**src/rtl/p405s_srm_pkg.sv**
```systemverilog
// Shared definitions for the SRM rotate-and-mask datapath: mode encodings and
// the big-endian mask generator used by the decode stage.
package p405s_srm_pkg;

  localparam logic SRM_MODE_AND = 1'b0;
  localparam logic SRM_MODE_INS = 1'b1;
  localparam int   SRM_MAX_W    = 64;

  // Bit i of the big-endian mask lives in vector bit (width-1-i); result sits in the low width bits.
  function automatic logic [SRM_MAX_W-1:0] mask_gen(input int width, input int mb, input int me,
                                                    input logic force_zero);
    logic [SRM_MAX_W-1:0] m;
    m = '0;
    for (int i = 0; i < SRM_MAX_W; i++) begin
      if ((i < width) && !force_zero) begin
        if (mb <= me) begin
          m[width-1-i] = (i >= mb) && (i <= me);
        end else begin
          m[width-1-i] = (i <= me) || (i >= mb);
        end
      end else begin
        m = m;
      end
    end
    return m;
  endfunction

endpackage

```
**src/rtl/p405s_srm_mask_pipe_if.sv**
```systemverilog
// Request/response bundle of the SRM mask pipe; slave is the unit, master the
// operand-read / writeback side.
interface p405s_srm_mask_pipe_if #(
  parameter int WIDTH = 32
) ();
  localparam int FLD = $clog2(WIDTH);

  logic             inValid;
  logic             inReady;
  logic             insertMode;
  logic             forceZero;
  logic [WIDTH-1:0] rsData;
  logic [WIDTH-1:0] raData;
  logic [FLD-1:0]   shAmt;
  logic [FLD-1:0]   mbField;
  logic [FLD-1:0]   meField;
  logic             outValid;
  logic             outReady;
  logic [WIDTH-1:0] outData;
  logic             outWrap;

  modport master (
    output inValid, insertMode, forceZero, rsData, raData, shAmt, mbField, meField, outReady,
    input  inReady, outValid, outData, outWrap
  );

  modport slave (
    input  inValid, insertMode, forceZero, rsData, raData, shAmt, mbField, meField, outReady,
    output inReady, outValid, outData, outWrap
  );
endinterface

```
**src/rtl/p405s_srm_mask_cmp.sv**
```systemverilog
// me < mb detector: carry-out of me + ~mb + 1 built as a flat generate/propagate
// look-ahead; no carry means me < mb, i.e. the mask wraps.
module p405s_srm_mask_cmp #(
  parameter int FLD = 5
) (
  input  logic [FLD-1:0] me,
  input  logic [FLD-1:0] mb,
  output logic           wrap
);

  logic [FLD-1:0] g_s;
  logic [FLD-1:0] p_s;
  logic           carry_s;
  logic           term_s;

  // Each bit's generate survives only through all higher propagates; the carry-in needs every propagate.
  always_comb begin
    g_s     = me & ~mb;
    p_s     = me | ~mb;
    carry_s = &p_s;
    term_s  = 1'b0;
    for (int i = 0; i < FLD; i++) begin
      term_s = g_s[i];
      for (int j = i + 1; j < FLD; j++) begin
        term_s = term_s & p_s[j];
      end
      carry_s = carry_s | term_s;
    end
    wrap = ~carry_s;
  end

endmodule

```
**src/rtl/p405s_srm_mask_pipe.sv**
```systemverilog
// Two-stage rotate-and-mask unit: stage A registers rotated operand, mask and
// insert target; stage B registers the AND or insert result.
module p405s_srm_mask_pipe
  import p405s_srm_pkg::*;
#(
  parameter int WIDTH = 32
) (
  input  logic                  CB,
  input  logic                  resetL,
  input  logic                  flush,
  p405s_srm_mask_pipe_if.slave  bus
);

  localparam int FLD = $clog2(WIDTH);

  logic             a_valid_q, a_valid_d;
  logic [WIDTH-1:0] a_rot_q, a_rot_d;
  logic [WIDTH-1:0] a_mask_q, a_mask_d;
  logic [WIDTH-1:0] a_ra_q, a_ra_d;
  logic             a_ins_q, a_ins_d;
  logic             a_wrap_q, a_wrap_d;
  logic             b_valid_q, b_valid_d;
  logic [WIDTH-1:0] b_data_q, b_data_d;
  logic             b_wrap_q, b_wrap_d;

  logic               a_adv_s;
  logic               in_ready_s;
  logic               accept_s;
  logic               wrap_s;
  logic [2*WIDTH-1:0] rot_dbl_s;

  p405s_srm_mask_cmp #(.FLD(FLD)) u_cmp (
    .me   (bus.meField),
    .mb   (bus.mbField),
    .wrap (wrap_s)
  );

  assign a_adv_s    = a_valid_q & (~b_valid_q | bus.outReady);
  assign in_ready_s = ~a_valid_q | a_adv_s;
  assign accept_s   = bus.inValid & in_ready_s & ~flush;

  assign bus.inReady  = in_ready_s;
  assign bus.outValid = b_valid_q;
  assign bus.outData  = b_data_q;
  assign bus.outWrap  = b_wrap_q;

  // Stage A next state: rotate, mask decode and capture on accept.
  always_comb begin
    rot_dbl_s = {bus.rsData, bus.rsData} << bus.shAmt;
    a_valid_d = a_valid_q;
    a_rot_d   = a_rot_q;
    a_mask_d  = a_mask_q;
    a_ra_d    = a_ra_q;
    a_ins_d   = a_ins_q;
    a_wrap_d  = a_wrap_q;
    if (flush) begin
      a_valid_d = 1'b0;
    end else if (accept_s) begin
      a_valid_d = 1'b1;
      a_rot_d   = rot_dbl_s[2*WIDTH-1:WIDTH];
      a_mask_d  = WIDTH'(mask_gen(WIDTH, int'(bus.mbField), int'(bus.meField), bus.forceZero));
      a_ra_d    = bus.raData;
      a_ins_d   = bus.insertMode;
      a_wrap_d  = bus.forceZero ? 1'b0 : wrap_s;
    end else if (a_adv_s) begin
      a_valid_d = 1'b0;
    end else begin
      a_valid_d = a_valid_q;
    end
  end

  // Stage B next state: combine under the mask when stage A advances.
  always_comb begin
    b_valid_d = b_valid_q;
    b_data_d  = b_data_q;
    b_wrap_d  = b_wrap_q;
    if (flush) begin
      b_valid_d = 1'b0;
    end else if (a_adv_s) begin
      b_valid_d = 1'b1;
      b_wrap_d  = a_wrap_q;
      if (a_ins_q == SRM_MODE_INS) begin
        b_data_d = (a_rot_q & a_mask_q) | (a_ra_q & ~a_mask_q);
      end else begin
        b_data_d = a_rot_q & a_mask_q;
      end
    end else if (bus.outReady) begin
      b_valid_d = 1'b0;
    end else begin
      b_valid_d = b_valid_q;
    end
  end

  // Pipeline registers.
  always_ff @(posedge CB or negedge resetL) begin
    if (!resetL) begin
      a_valid_q <= 1'b0;
      a_rot_q   <= '0;
      a_mask_q  <= '0;
      a_ra_q    <= '0;
      a_ins_q   <= 1'b0;
      a_wrap_q  <= 1'b0;
      b_valid_q <= 1'b0;
      b_data_q  <= '0;
      b_wrap_q  <= 1'b0;
    end else begin
      a_valid_q <= a_valid_d;
      a_rot_q   <= a_rot_d;
      a_mask_q  <= a_mask_d;
      a_ra_q    <= a_ra_d;
      a_ins_q   <= a_ins_d;
      a_wrap_q  <= a_wrap_d;
      b_valid_q <= b_valid_d;
      b_data_q  <= b_data_d;
      b_wrap_q  <= b_wrap_d;
    end
  end

endmodule

```
**src/flat_wrapper.sv**
```systemverilog
// flat-port wrapper written by rule: the top's interface ports become plain ports
module p405s_srm_mask_pipe_flat import p405s_srm_pkg::*;
#(
  parameter int WIDTH = 32
)
  (CB, resetL, flush, bus_inValid, bus_insertMode, bus_forceZero, bus_rsData, bus_raData, bus_shAmt, bus_mbField, bus_meField, bus_outReady, bus_inReady, bus_outValid, bus_outData, bus_outWrap);
  p405s_srm_mask_pipe_if #(.WIDTH(WIDTH)) bus_i ();
  input  logic CB;
  input  logic resetL;
  input  logic flush;
  input wire logic [$bits(bus_i.inValid)-1:0] bus_inValid;
  input wire logic [$bits(bus_i.insertMode)-1:0] bus_insertMode;
  input wire logic [$bits(bus_i.forceZero)-1:0] bus_forceZero;
  input wire logic [$bits(bus_i.rsData)-1:0] bus_rsData;
  input wire logic [$bits(bus_i.raData)-1:0] bus_raData;
  input wire logic [$bits(bus_i.shAmt)-1:0] bus_shAmt;
  input wire logic [$bits(bus_i.mbField)-1:0] bus_mbField;
  input wire logic [$bits(bus_i.meField)-1:0] bus_meField;
  input wire logic [$bits(bus_i.outReady)-1:0] bus_outReady;
  output wire logic [$bits(bus_i.inReady)-1:0] bus_inReady;
  output wire logic [$bits(bus_i.outValid)-1:0] bus_outValid;
  output wire logic [$bits(bus_i.outData)-1:0] bus_outData;
  output wire logic [$bits(bus_i.outWrap)-1:0] bus_outWrap;
  assign bus_i.inValid = bus_inValid;
  assign bus_i.insertMode = bus_insertMode;
  assign bus_i.forceZero = bus_forceZero;
  assign bus_i.rsData = bus_rsData;
  assign bus_i.raData = bus_raData;
  assign bus_i.shAmt = bus_shAmt;
  assign bus_i.mbField = bus_mbField;
  assign bus_i.meField = bus_meField;
  assign bus_i.outReady = bus_outReady;
  assign bus_inReady = bus_i.inReady;
  assign bus_outValid = bus_i.outValid;
  assign bus_outData = bus_i.outData;
  assign bus_outWrap = bus_i.outWrap;
  p405s_srm_mask_pipe #(.WIDTH(WIDTH)) u_core (.CB(CB), .resetL(resetL), .flush(flush), .bus(bus_i));
endmodule
```
**config.mk**
```make
export PLATFORM = sky130hd
export DESIGN_NAME = p405s_srm_mask_pipe_flat
export DESIGN_NICKNAME = d
export VERILOG_FILES = /design/src/rtl/p405s_srm_pkg.sv /design/src/rtl/p405s_srm_mask_pipe_if.sv /design/src/rtl/p405s_srm_mask_cmp.sv /design/src/rtl/p405s_srm_mask_pipe.sv /design/src/flat_wrapper.sv
export SDC_FILE = /design/constraint.sdc
export NUM_CORES = 1
export LEC_CHECK = 0
export ABC_AREA = 0
export CORE_MARGIN = 3
export CORE_UTILIZATION = 23
export DETAILED_ROUTE_END_ITERATION = 7
export HOLD_SLACK_MARGIN = 0.02
export PLACE_DENSITY = 0.4
export SYNTH_ARGS = -nofsm -noshare
export SYNTH_HDL_FRONTEND = slang
export SYNTH_HIERARCHICAL = 1
export SYNTH_SLANG_ARGS = --single-unit
```
**constraint.sdc**
```tcl
create_clock -name CB -period 1.85 [get_ports CB]
set_input_delay 0.37 -clock CB [delete_from_list [all_inputs] [get_ports CB]]
set_output_delay 0.37 -clock CB [all_outputs]
set_load 0.005 [all_outputs]
```
==> reports/metrics.yaml <==
start_util: 0.236
synthMostInstantiatedCell: "dfrtp_1"
grt_usage: 0.159
die_h_um: 190
worstHoldPathType: "input pin to async pin"
rows: 66
clockRootBuffer: "clkbuf_16"
cts_tree: "built"
p_per_area_mw_per_mm2: 930
setup_viol_count_final: 0
maxCapViolations: 0
viasPerCell: 4.95
p_comb_frac: 0.263
leakage_uw: 0.00447
setup_ws_ns: 0.0831
placed_cell_area_mm2: 0.0103
drt-wirelength-per-cell_um: 19.2
overflow: 0
power_frac_seq: 0.378
final_layout_size_suffix_gt1_frac: 0.244
worst-setup-path-type: "input pin to flip-flop"
p_int_uw: 7230
drt_iter0_drc: 604
drc: 0
power.switching_fraction: 0.297
insertion_delay_ns: 0.43
synth.area.top_cells: "dfrtp_1, o22ai_1, mux2_2, a21oi_1, nor2_1"
io_pins: 121
reg2reg_from: "u_core/bus.outValid$_DFFE_PN0P_"
grt_pass1_wl_um: 44700
routed_wirelength_um: 28500
synth_area_leader_cell: "dfrtp_1"
firstDrtPassIters: 5
fin_crit_sh: 0.955
synth_edf_count: 0
dpl_worst_slack_ns: -0.681
syn_area_per_cell_um2: 8.98
grt_start_max_net_pins: 50
relSlewSlack: 0.665
clkTransAtPathRegs_ns: 0.06
yosys_register_bits: 133
fmax_ghz: 0.566
clock_path_buffers: 2
fin_area_mm2: 0.0111
synthArstFlopShare: 1.00
tightest_slew_ns: 0.490
hold_viol: 0
crit_path_end_kind: "flip-flop"
power_uw: 10300
final_nets: 1123
startpoint_type: "input pin"
netlist_instances: 867
fillCellCount: 3439
numPortBuffers: 120
cts_made_buffers: 17
multi_input_area_mm2: 0.00424
yosys-top-cells-count: "dfrtp_1, o22ai_1, nor2_1, nand2_1, a21oi_1"
finClkSkew_ns: 0.0108
path_max_fanout: 6
setup_tns_ns: 0
finalHoldWorstSlack_ns: 0.319
cp-startpoint: "bus_meField[1]"
required_ns: 2.16
drtAntennaViolNets: 0
grt_pass1_vias: 7393
status: "finished clean"
grt_antenna_before_repair: 0
gp_congestion: 0.847
core_mm2: 0.0329
ys.flop_type: "dfrtp_1"
period_needed_ns: 1.77
clkSinkCount: 133
slew_violations: 0
place_hpwl_um: 20700
areaGrowthSynthToFinish_pct: 42.1
die_w_um: 190
ys_warn_count: 6
regArea_mm2: 0.00333
ys_types: 56
synth_top_area_frac: 0.428
die-area_mm2: 0.0361
power.share.clock: 0.359
synth.yosys.seq_area_share: 0.428
diodes: 0
arrival_ns: 2.08
num_vias: 7357
synth.net_count: 958
p_sw_uw: 3060
vdd_drop_max_uv: 689
htreeDepth: 4
rsz0062_at_grt: "no"
synth_area_mm2: 0.00778
==> final cells by class <==
cell class              count  area share
clock buffers              24      0.0445
clock inverters             8      0.0131
well taps                 442      0.0500
multi-input cells         653       0.383
inverters                  10     0.00475
repair buffers            217       0.203
flip-flops and latches    133       0.301
==> final timing paths <==
kind                            cells after the start                                  to  slack (ns)
max in group asynchronous                           3      u_core/a_mask_q[2]$_DFFE_PN0P_        0.87
min in group CB                                     2         u_core/a_wrap_q$_DFFE_PN0P_        0.48
worst max register to register                      6     u_core/a_mask_q[22]$_DFFE_PN0P_        0.25
worst min register to register                      2         u_core/a_wrap_q$_DFFE_PN0P_        0.48
worst min-delay path                                2  u_core/bus.outData[29]$_DFFE_PN0P_        0.32
worst max-delay path                                8     u_core/a_mask_q[19]$_DFFE_PN0P_        0.08
==> logic make-up (layout without fill, tap and decap cells) <==
family                     after synthesis  after routing  synth area share
AOI/OAI and AO/OA                      312            313             0.256
buffers and inverters                   82            259            0.0476
adders and majority gates               26             26            0.0360
muxes                                   67             67            0.0968
DFF                                    133            133             0.428
and+or+nand+nor                        247            247             0.136
==> critical path, stage by stage <==
cell and delay (ns):
dlygate4sd2_1 0.32, inv_8 0.04, ha_4 0.24, nand2b_4 0.07, a21oi_4 0.07, o31a_4 0.41, maj3_1 0.36, a22o_1 0.20
==> placed cells by master (no fill, tap or decap), types with 18 or more instances in the layout <==
cell,n
o21ai_0,20
nor2_1,87
buf_12,23
dfrtp_1,133
mux2_2,66
a21oi_1,79
nand2_1,91
clkbuf_16,18
clkdlybuf4s50_1,107
o31ai_1,35
o22ai_1,129
buf_4,71
nor2_2,28
==> stage by stage <==
step	utilization	cells
2_1_floorplan	-	867
3_3_place_gp	0.313	1450
3_5_place_dp	0.313	1450
4_1_cts	0.335	1486
5_1_grt	0.336	1487
6_report	0.336	1487
==> power by group through the flow <==
| stage | sequential [uW] | clock, uW | combinational (uW) |
|---|---|---|---|
| 2_1_floorplan | 3730 | 0 | 1420 |
| 3_3_place_gp | 3950 | 0 | 2650 |
| 3_5_place_dp | 3940 | 0 | 2660 |
| 4_1_cts | 3900 | 3790 | 2710 |
| 5_1_grt | 3960 | 3920 | 3000 |
| 6_report | 3880 | 3690 | 2710 |
==> registers in the layout, indices dropped and copies added (netlist names) <==
name                 cells
u_core/a_ins_q           1
u_core/a_rot_q          32
u_core/a_ra_q           32
u_core/a_wrap_q          1
u_core/a_mask_q         32
u_core/bus.outData      32
u_core/bus.outValid      1
u_core/bus.outWrap       1
u_core/a_valid_q         1
==> routing by layer <==
metal / GRT usage / wire (um) / vias to the layer above
li1: - / - / 3571
met1: 0.240 / 14500 / 3567
met2: 0.232 / 12300 / 197
met3: 0.0337 / 1370 / 22
met4: 0.0364 / 347 / 0
met5: 0 / 0 / -
==> repair_timing <==
action                                  in CTS  in global routing
buffers inserted                             1                  0
pin swaps                                    5                  3
hold endpoints to repair                    64                  0
hold buffers                                 1                  0
gates cloned                                 2                  1
gates resized for setup                     29                  5
endpoints found under the setup margin      47                  6
Power figures use the tool's default switching activity.
